**config.mk**
```make
export PLATFORM = sky130hd
export DESIGN_NAME = timer_flat
export DESIGN_NICKNAME = d
export VERILOG_FILES = /design/src/rtl/timer_pkg.sv /design/src/rtl/timer_if.sv /design/src/rtl/timer.sv /design/src/flat_wrapper.sv
export SDC_FILE = /design/constraint.sdc
export NUM_CORES = 1
export LEC_CHECK = 0
export CAP_MARGIN = 25
export CORE_MARGIN = 2
export CORE_UTILIZATION = 28
export DETAILED_ROUTE_END_ITERATION = 7
export PLACE_DENSITY_LB_ADDON = 0.3
export RECOVER_POWER = 25
export SLEW_MARGIN = 30
export SYNTH_ARGS = -nofsm -noshare
export SYNTH_HDL_FRONTEND = slang
export SYNTH_SLANG_ARGS = --single-unit
export TNS_END_PERCENT = 10
```
**constraint.sdc**
```tcl
create_clock -name clk -period 3.2 [get_ports clk]
set_input_delay 0.64 -clock clk [delete_from_list [all_inputs] [get_ports clk]]
set_output_delay 0.64 -clock clk [all_outputs]
set_load 0.005 [all_outputs]
```
**src/rtl/timer_pkg.sv**
```systemverilog
// Shared constants for the memory-mapped down-counting timer: register
// offsets, CTRL bit positions, mode codes and FSM state encodings.
package timer_pkg;

  typedef logic [1:0] tmr_addr_t;

  localparam tmr_addr_t TMR_CTRL   = 2'd0;
  localparam tmr_addr_t TMR_PRESET = 2'd1;
  localparam tmr_addr_t TMR_COUNT  = 2'd2;

  localparam int TMR_CTRL_EN      = 0;
  localparam int TMR_CTRL_MODE_LO = 1;
  localparam int TMR_CTRL_MODE_HI = 2;
  localparam int TMR_CTRL_IM      = 3;

  localparam logic [1:0] TMR_MODE_ONESHOT = 2'd0;
  localparam logic [1:0] TMR_MODE_RELOAD  = 2'd1;

  typedef enum logic [1:0] {
    TMR_IDLE = 2'd0,
    TMR_LOAD = 2'd1,
    TMR_CNT  = 2'd2,
    TMR_INT  = 2'd3
  } tmr_state_t;

  // Only the low four CTRL bits are stored; the packed layout matches CTRL[3:0].
  typedef struct packed {
    logic       im;
    logic [1:0] mode;
    logic       en;
  } tmr_ctrl_t;

  function automatic tmr_ctrl_t ctrl_from_word(input logic [31:0] w);
    tmr_ctrl_t c;
    c.im   = w[TMR_CTRL_IM];
    c.mode = w[TMR_CTRL_MODE_HI:TMR_CTRL_MODE_LO];
    c.en   = w[TMR_CTRL_EN];
    return c;
  endfunction

endpackage

```
**src/rtl/timer_if.sv**
```systemverilog
// Register-window bus between the system bridge (master) and the timer (slave).
interface timer_if;
  import timer_pkg::*;

  tmr_addr_t   Addr;
  logic        Wen;
  logic [31:0] Din;
  logic [31:0] DOut;
  logic        IRQ;

  modport master (output Addr, output Wen, output Din, input DOut, input IRQ);
  modport slave  (input Addr, input Wen, input Din, output DOut, output IRQ);

endinterface

```
**src/rtl/timer.sv**
```systemverilog
// 32-bit down-counting timer with CTRL/PRESET/COUNT window; raises IRQ on
// expiry, held in one-shot mode and pulsed for one cycle in auto-reload mode.
module timer
  import timer_pkg::*;
(
  input  logic    clk,
  input  logic    reset,
  timer_if.slave  bus
);

  tmr_state_t  state_q, state_d;
  tmr_ctrl_t   ctrl_q, ctrl_d;
  logic [31:0] preset_q, preset_d;
  logic [31:0] count_q, count_d;
  logic        irq_flag_q, irq_flag_d;

  logic wr_ctrl, wr_preset;
  logic reload, en_clr, flag_set, flag_clr;

  assign wr_ctrl   = bus.Wen && (bus.Addr == TMR_CTRL);
  assign wr_preset = bus.Wen && (bus.Addr == TMR_PRESET);

  always_comb begin : fsm_next
    // NOTE: every signal driven here gets a default first, so no path leaves
    // one unassigned and no latch is inferred.
    state_d  = state_q;
    count_d  = count_q;
    en_clr   = 1'b0;
    flag_set = 1'b0;
    flag_clr = 1'b0;
    reload   = 1'b0;

    case (ctrl_q.mode)
      TMR_MODE_RELOAD:  reload = 1'b1;
      TMR_MODE_ONESHOT: reload = 1'b0;
      default:          reload = 1'b0;
    endcase

    case (state_q)
      TMR_IDLE: begin
        if (ctrl_q.en) state_d = TMR_LOAD;
      end
      TMR_LOAD: begin
        count_d = preset_q;
        state_d = TMR_CNT;
      end
      TMR_CNT: begin
        if (!ctrl_q.en) begin
          state_d = TMR_IDLE;
        end else if (count_q > 32'd1) begin
          count_d = count_q - 32'd1;
        end else begin
          // Covers COUNT = 0 too, so a zero PRESET expires without wrapping.
          count_d  = '0;
          flag_set = 1'b1;
          state_d  = TMR_INT;
        end
      end
      TMR_INT: begin
        if (reload) begin
          flag_clr = 1'b1;
          state_d  = ctrl_q.en ? TMR_LOAD : TMR_IDLE;
        end else begin
          en_clr  = 1'b1;
          state_d = TMR_IDLE;
        end
      end
      default: state_d = TMR_IDLE;
    endcase
  end

  always_comb begin : reg_next
    ctrl_d = ctrl_q;
    if (en_clr) ctrl_d.en = 1'b0;
    // A CPU write to CTRL overrides the one-shot Enable clear.
    if (wr_ctrl) ctrl_d = ctrl_from_word(bus.Din);

    preset_d = wr_preset ? bus.Din : preset_q;

    irq_flag_d = irq_flag_q;
    if (flag_set) irq_flag_d = 1'b1;
    // Writes to CTRL or PRESET acknowledge, and win over a same-edge expiry.
    if (flag_clr || wr_ctrl || wr_preset) irq_flag_d = 1'b0;
  end

  // NOTE: the asynchronous reset clears every register; there is no array
  // here, so nothing is left for software to initialise.
  always_ff @(posedge clk or posedge reset) begin
    if (reset) begin
      state_q    <= TMR_IDLE;
      ctrl_q     <= '0;
      preset_q   <= '0;
      count_q    <= '0;
      irq_flag_q <= 1'b0;
    end else begin
      // NOTE: non-blocking assignments so every register samples the values
      // from before this edge, regardless of statement order.
      state_q    <= state_d;
      ctrl_q     <= ctrl_d;
      preset_q   <= preset_d;
      count_q    <= count_d;
      irq_flag_q <= irq_flag_d;
    end
  end

  always_comb begin : read_mux
    bus.DOut = '0;
    case (bus.Addr)
      TMR_CTRL:   bus.DOut = {28'd0, ctrl_q};
      TMR_PRESET: bus.DOut = preset_q;
      TMR_COUNT:  bus.DOut = count_q;
      default:    bus.DOut = '0;
    endcase
  end

  assign bus.IRQ = irq_flag_q & ctrl_q.im;

endmodule

```
**src/flat_wrapper.sv**
```systemverilog
// flat-port wrapper written by rule: the top's interface ports become plain ports
module timer_flat import timer_pkg::*;
  (clk, reset, bus_Addr, bus_Wen, bus_Din, bus_DOut, bus_IRQ);
  timer_if bus_i ();
  input  logic clk;
  input  logic reset;
  input wire logic [$bits(bus_i.Addr)-1:0] bus_Addr;
  input wire logic [$bits(bus_i.Wen)-1:0] bus_Wen;
  input wire logic [$bits(bus_i.Din)-1:0] bus_Din;
  output wire logic [$bits(bus_i.DOut)-1:0] bus_DOut;
  output wire logic [$bits(bus_i.IRQ)-1:0] bus_IRQ;
  assign bus_i.Addr = bus_Addr;
  assign bus_i.Wen = bus_Wen;
  assign bus_i.Din = bus_Din;
  assign bus_DOut = bus_i.DOut;
  assign bus_IRQ = bus_i.IRQ;
  timer u_core (.clk(clk), .reset(reset), .bus(bus_i));
endmodule
```
### Word-level counts from Yosys, hierarchy flattened

Cells that the tools add are included.
Widths: inputs -> output; s select.

* register bits: 71
* output and inout bits: 33
* input bits: 37
* word-level logic and storage cells: 52

* equal/unequal tests: 9
* bitwise logic cells: 1
* reductions and logical operators: 11
* order comparisons: 1
* muxes and demuxes: 22
* add/sub/neg operators: 1

Operator list (number)
* $pmux 32 s3: 1
* $mux 32: 2
* $pmux 32 s2: 1
* $gt 32x1->1 const B: 1
* $sub 32x1->32 const B: 1
* $mux 1: 13
* $mux 2: 4
* $pmux 2 s4: 1
* $eq 2x1->1 const B: 3
* $eq 2x2->1 const B: 3
* $reduce_bool 2->1: 3
* $logic_not 2->1: 2
* $ne 2x1->1 const B: 2
* $reduce_and 2->1: 2
* $ne 3x3->1 const B: 1
* $logic_and 1x1->1: 2
* $logic_or 1x1->1: 2
* $and 1x1->1: 1

### Longest topological paths before layout

* depth after elaboration: 7
* mapped depth: 9
* gate-level depth less buffers: 7

### Least setup slack after synthesis

Ideal clock, no wire load.

* path kind: input to output
* from: input port bus_Addr[1]
* to: output port bus_DOut[10]
* slack: 0.753 ns
* required time: 2.560 ns
* stages on the path: 5
* path buffers: 3
* arrival: 1.807 ns
* path through: clkbuf_1 > nor2b_1 > clkbuf_1 > buf_1 > a22o_1

* longest elaborated chain between the ends: 2
* elaborated cells between the ends (all ways): 4
* classes of those cells: eq/ne (2); mux (1); reduce/logical (1)

Ends and longest elaborated chain
* start: declaration: line flat_wrapper.sv:7 `input wire logic [$bits(bus_i.Addr)-1:0] bus_Addr;`
* $eq 2x2->1, or another cell as far along: line timer.sv:108 `case (bus.Addr)`
* $pmux 32 s3 (*): line timer.sv:108
* end: declaration: line flat_wrapper.sv:10 `output wire logic [$bits(bus_i.DOut)-1:0] bus_DOut;`

Every way passes the cells marked *; elsewhere a longest branch is shown, timed or not.

### Final worst setup path

* from: input port bus_Addr[1]
* to: output port bus_DOut[5]

The elaborated chain is that of the path after synthesis.

==> summary.md <==
| Metric | Value |
|---|---|
| Status | finished clean |
| Leak | 2.08 nW |
| Hold Fails Final Rpt | 0 |
| Routed len/inst | 18.5 um |
| Post-CTS sizing | 0 |
| CTS tree | built |
| Fmax | 325 MHz |
| Final Skew | 7.03 ps |
| Final setup vio count | 0 |
| Non-filler cells, final | 658 |
| Synth Net Count | 445 |
| Number of global-route vias before repair | 3,766 |
| Arrival @ worst endpoint | 2440 ps |
| Initial antenna violation count | 0 |
| Reg2reg start | u_core.count_q[19] |
| Initial core utilization | 0.289 |
| Worst Setup End Kind | output pin |
| R2R depth | 5 |
| Antenna diode count | 0 |
| Die extent in y | 124 um |
| WHS | 525 ps |
| Min-delay src | u_core.preset_q[29] |
| EDFF count, synth | 0 |
| Crit path time final | 3080 ps |
| CTS sink count | 71 |
| R2R Setup Slk | 650 ps |
| Nets | 513 |
| Grt total ovfl | 0 |
| Max Slew Vio Count | 0 |
| VDD IR-drop max | 0.320 mV |
| FF+latch count, synth | 71 |
| Clk root buf | clkbuf_16 |
| Critical path fanouts, max | 16 |
| Critical path class | in2out |
| Mapped Avg Cell Area | 9.99 um2 |
| Setup TNS | 0 ps |
| Hold WC Path Type | reg2reg |
| Hold path endpoint | u_core.count_q[29] |
| Post-synth top cells | dfrtp_1 (71), mux2_2 (35), a22o_1 (29), clkbuf_1 (26), nand2_1 (26) |
| Worst EP required | 2560 ps |
| First-pass DRT Iterations | 4 |
| Max cap viols | 0 |
| H-Tree Level Count | 3 |
| CP startpoint | bus_Addr[1] |
| Multi-input gate area | 0.00212 mm2 |
| Core area | 0.0140 mm2 |
| # rows | 43 |
| Async set-reset flop share out of synthesis | 1.00 |
| Detail Placement HPWL | 8710 um |
| Total GRT Usage | 0.159 |
| Syn. warnings | 0 |
| ANT nets after route | 0 |
| Vias | 3,713 |
| Placer Congestion | 0.895 |
| Clock Tree Buf Depth | 2 |
| Drt drc | 0 |
| Top cell type's share of synthesized area | 0.438 |
| Cell count after synthesis | 406 |
| Post-Syn Area | 0.00406 mm2 |
| Worst r2r dst | u_core.count_q[28] |
| Register Area | 0.00178 mm2 |
| Share of cells above drive strength 1 | 0.169 |
| Die area | 0.0155 mm2 |
| Hold buffers post-CTS | 0 |
| Main flop type after synthesis | dfrtp_1 |
| Synth cell types | 50 |
| Clk slew on worst S/H paths | 60 ps |
| Final wirelength | 12,100 um |
| Setup bufs post-CTS | 0 |
| Synth top area cells | dfrtp_1 (44%), mux2_2 (9.7%), a22o_1 (6.3%) |
| Min-Delay Path Depth | 2 |
| Top cell type by total area after synthesis | dfrtp_1 |
| Worst-Margin Slew | 980 ps |
| Register area share after synthesis | 0.438 |
| Die X-Extent | 124 um |
| Initial detailed-routing violation count | 190 |
| Vias per cell | 5.64 |
| # fillers | 1,408 |
| Top Ports | 70 |
| Final period utilization | 0.961 |
| Total Power | 0.00435 W |
| Largest net degree at the start of global routing | 38 |
| Post-Route Utilization | 0.379 |
| Worst-skew pair later-pin latency | 330 ps |
| First-pass GRT wire length | 20,100 um |
| Port Buffer Count | 69 |
| P per Cell Area | 817 mW/mm2 |
| Most frequent cell after synthesis | dfrtp_1 |
| Crit start category | primary input |
| Area grow syn2layout | 31.4% |
| CTS Buf Count | 9 |
| Slew headroom | 0.347 |
| Dpl cells | 643 |
| RSZ-0062 raised after global routing | false |
[logic make-up (layout without fill, tap and decap cells)]
kind of cell / count (synthesis) / count (layout) / share of synthesized area
AOI/OAI and AO/OA: 111 / 111 / 0.210
adders and majority gates: 2 / 2 / 0.00617
buffers and inverters: 41 / 113 / 0.0423
DFF: 71 / 71 / 0.438
muxes: 40 / 40 / 0.110
and+or+nand+nor: 141 / 141 / 0.194
[registers in the layout (all words and copies together) (netlist names)]
signal and flops:
u_core.ctrl_q 4, u_core.count_q 32, u_core.state_q 2, u_core.irq_flag_q 1, u_core.preset_q 32
[worst max path at each step]
stage / end / cells past startpoint
finish: bus_DOut[5] / 5
global route: bus_DOut[5] / 5
CTS: bus_DOut[5] / 5
detailed placement: bus_DOut[5] / 5
global placement: bus_DOut[5] / 5
floorplan: bus_DOut[10] / 5
[per-layer routing]
metal  GRT usage  vias up  share of wire
met4      0.0410        0          0.013
met2       0.256      120           0.47
met3      0.0266       15          0.046
met1       0.222     1863           0.47
li1            -     1715              -
met5           0        -              0
[through the flow]
step	setup slack [ps]	cell area (um2)
6_report	124	5330
2_1_floorplan	753	4060
3_3_place_gp	141	5020
3_5_place_dp	120	5020
5_1_grt	14.5	5330
4_1_cts	114	5350
[layout make-up]
cell class | instances | share of cell area
multi-input cells | 294 | 0.397
flip-flops and latches | 71 | 0.333
repair buffers | 92 | 0.160
clock buffers | 9 | 0.0423
well taps | 180 | 0.0423
clock inverters | 6 | 0.0207
inverters | 6 | 0.00423
[placed cells by master, fill, tap and decap left out, types with 3 or more instances in the layout]
| cell | instances |
|---|---|
| o31ai_1 | 6 |
| o2111ai_1 | 5 |
| bufinv_16 | 3 |
| mux2_2 | 35 |
| a221o_1 | 5 |
| or4_1 | 6 |
| nor4_1 | 10 |
| or3_1 | 7 |
| nor2b_1 | 5 |
| o21ai_0 | 8 |
| a31oi_1 | 6 |
| a22oi_1 | 15 |
| o211ai_1 | 5 |
| inv_1 | 6 |
| nand2_1 | 26 |
| nor3_1 | 14 |
| and2_1 | 3 |
| nor2_1 | 15 |
| or3_4 | 3 |
| clkbuf_16 | 9 |
| a21oi_1 | 9 |
| dfrtp_1 | 71 |
| nand3_1 | 19 |
| nand4_1 | 17 |
| a22o_1 | 29 |
| a21boi_0 | 3 |
| mux2i_1 | 5 |
| nor2b_2 | 3 |
| buf_4 | 20 |
| clkdlybuf4s50_1 | 68 |
| o311ai_1 | 5 |
[report_power, final]
part | total, W | internal, W | switching [W]
Combinational | 0.00159 | 0.000781 | 0.000808
Clock | 0.00114 | 0.000755 | 0.000384
Sequential | 0.00163 | 0.00121 | 0.000418
[critical path: stages]
cell	delay (ps)
clkdlybuf4s50_1	610
nor2b_2	210
buf_4	250
a22o_1	210
clkdlybuf4s50_1	510
Power figures use the tool's default switching activity.
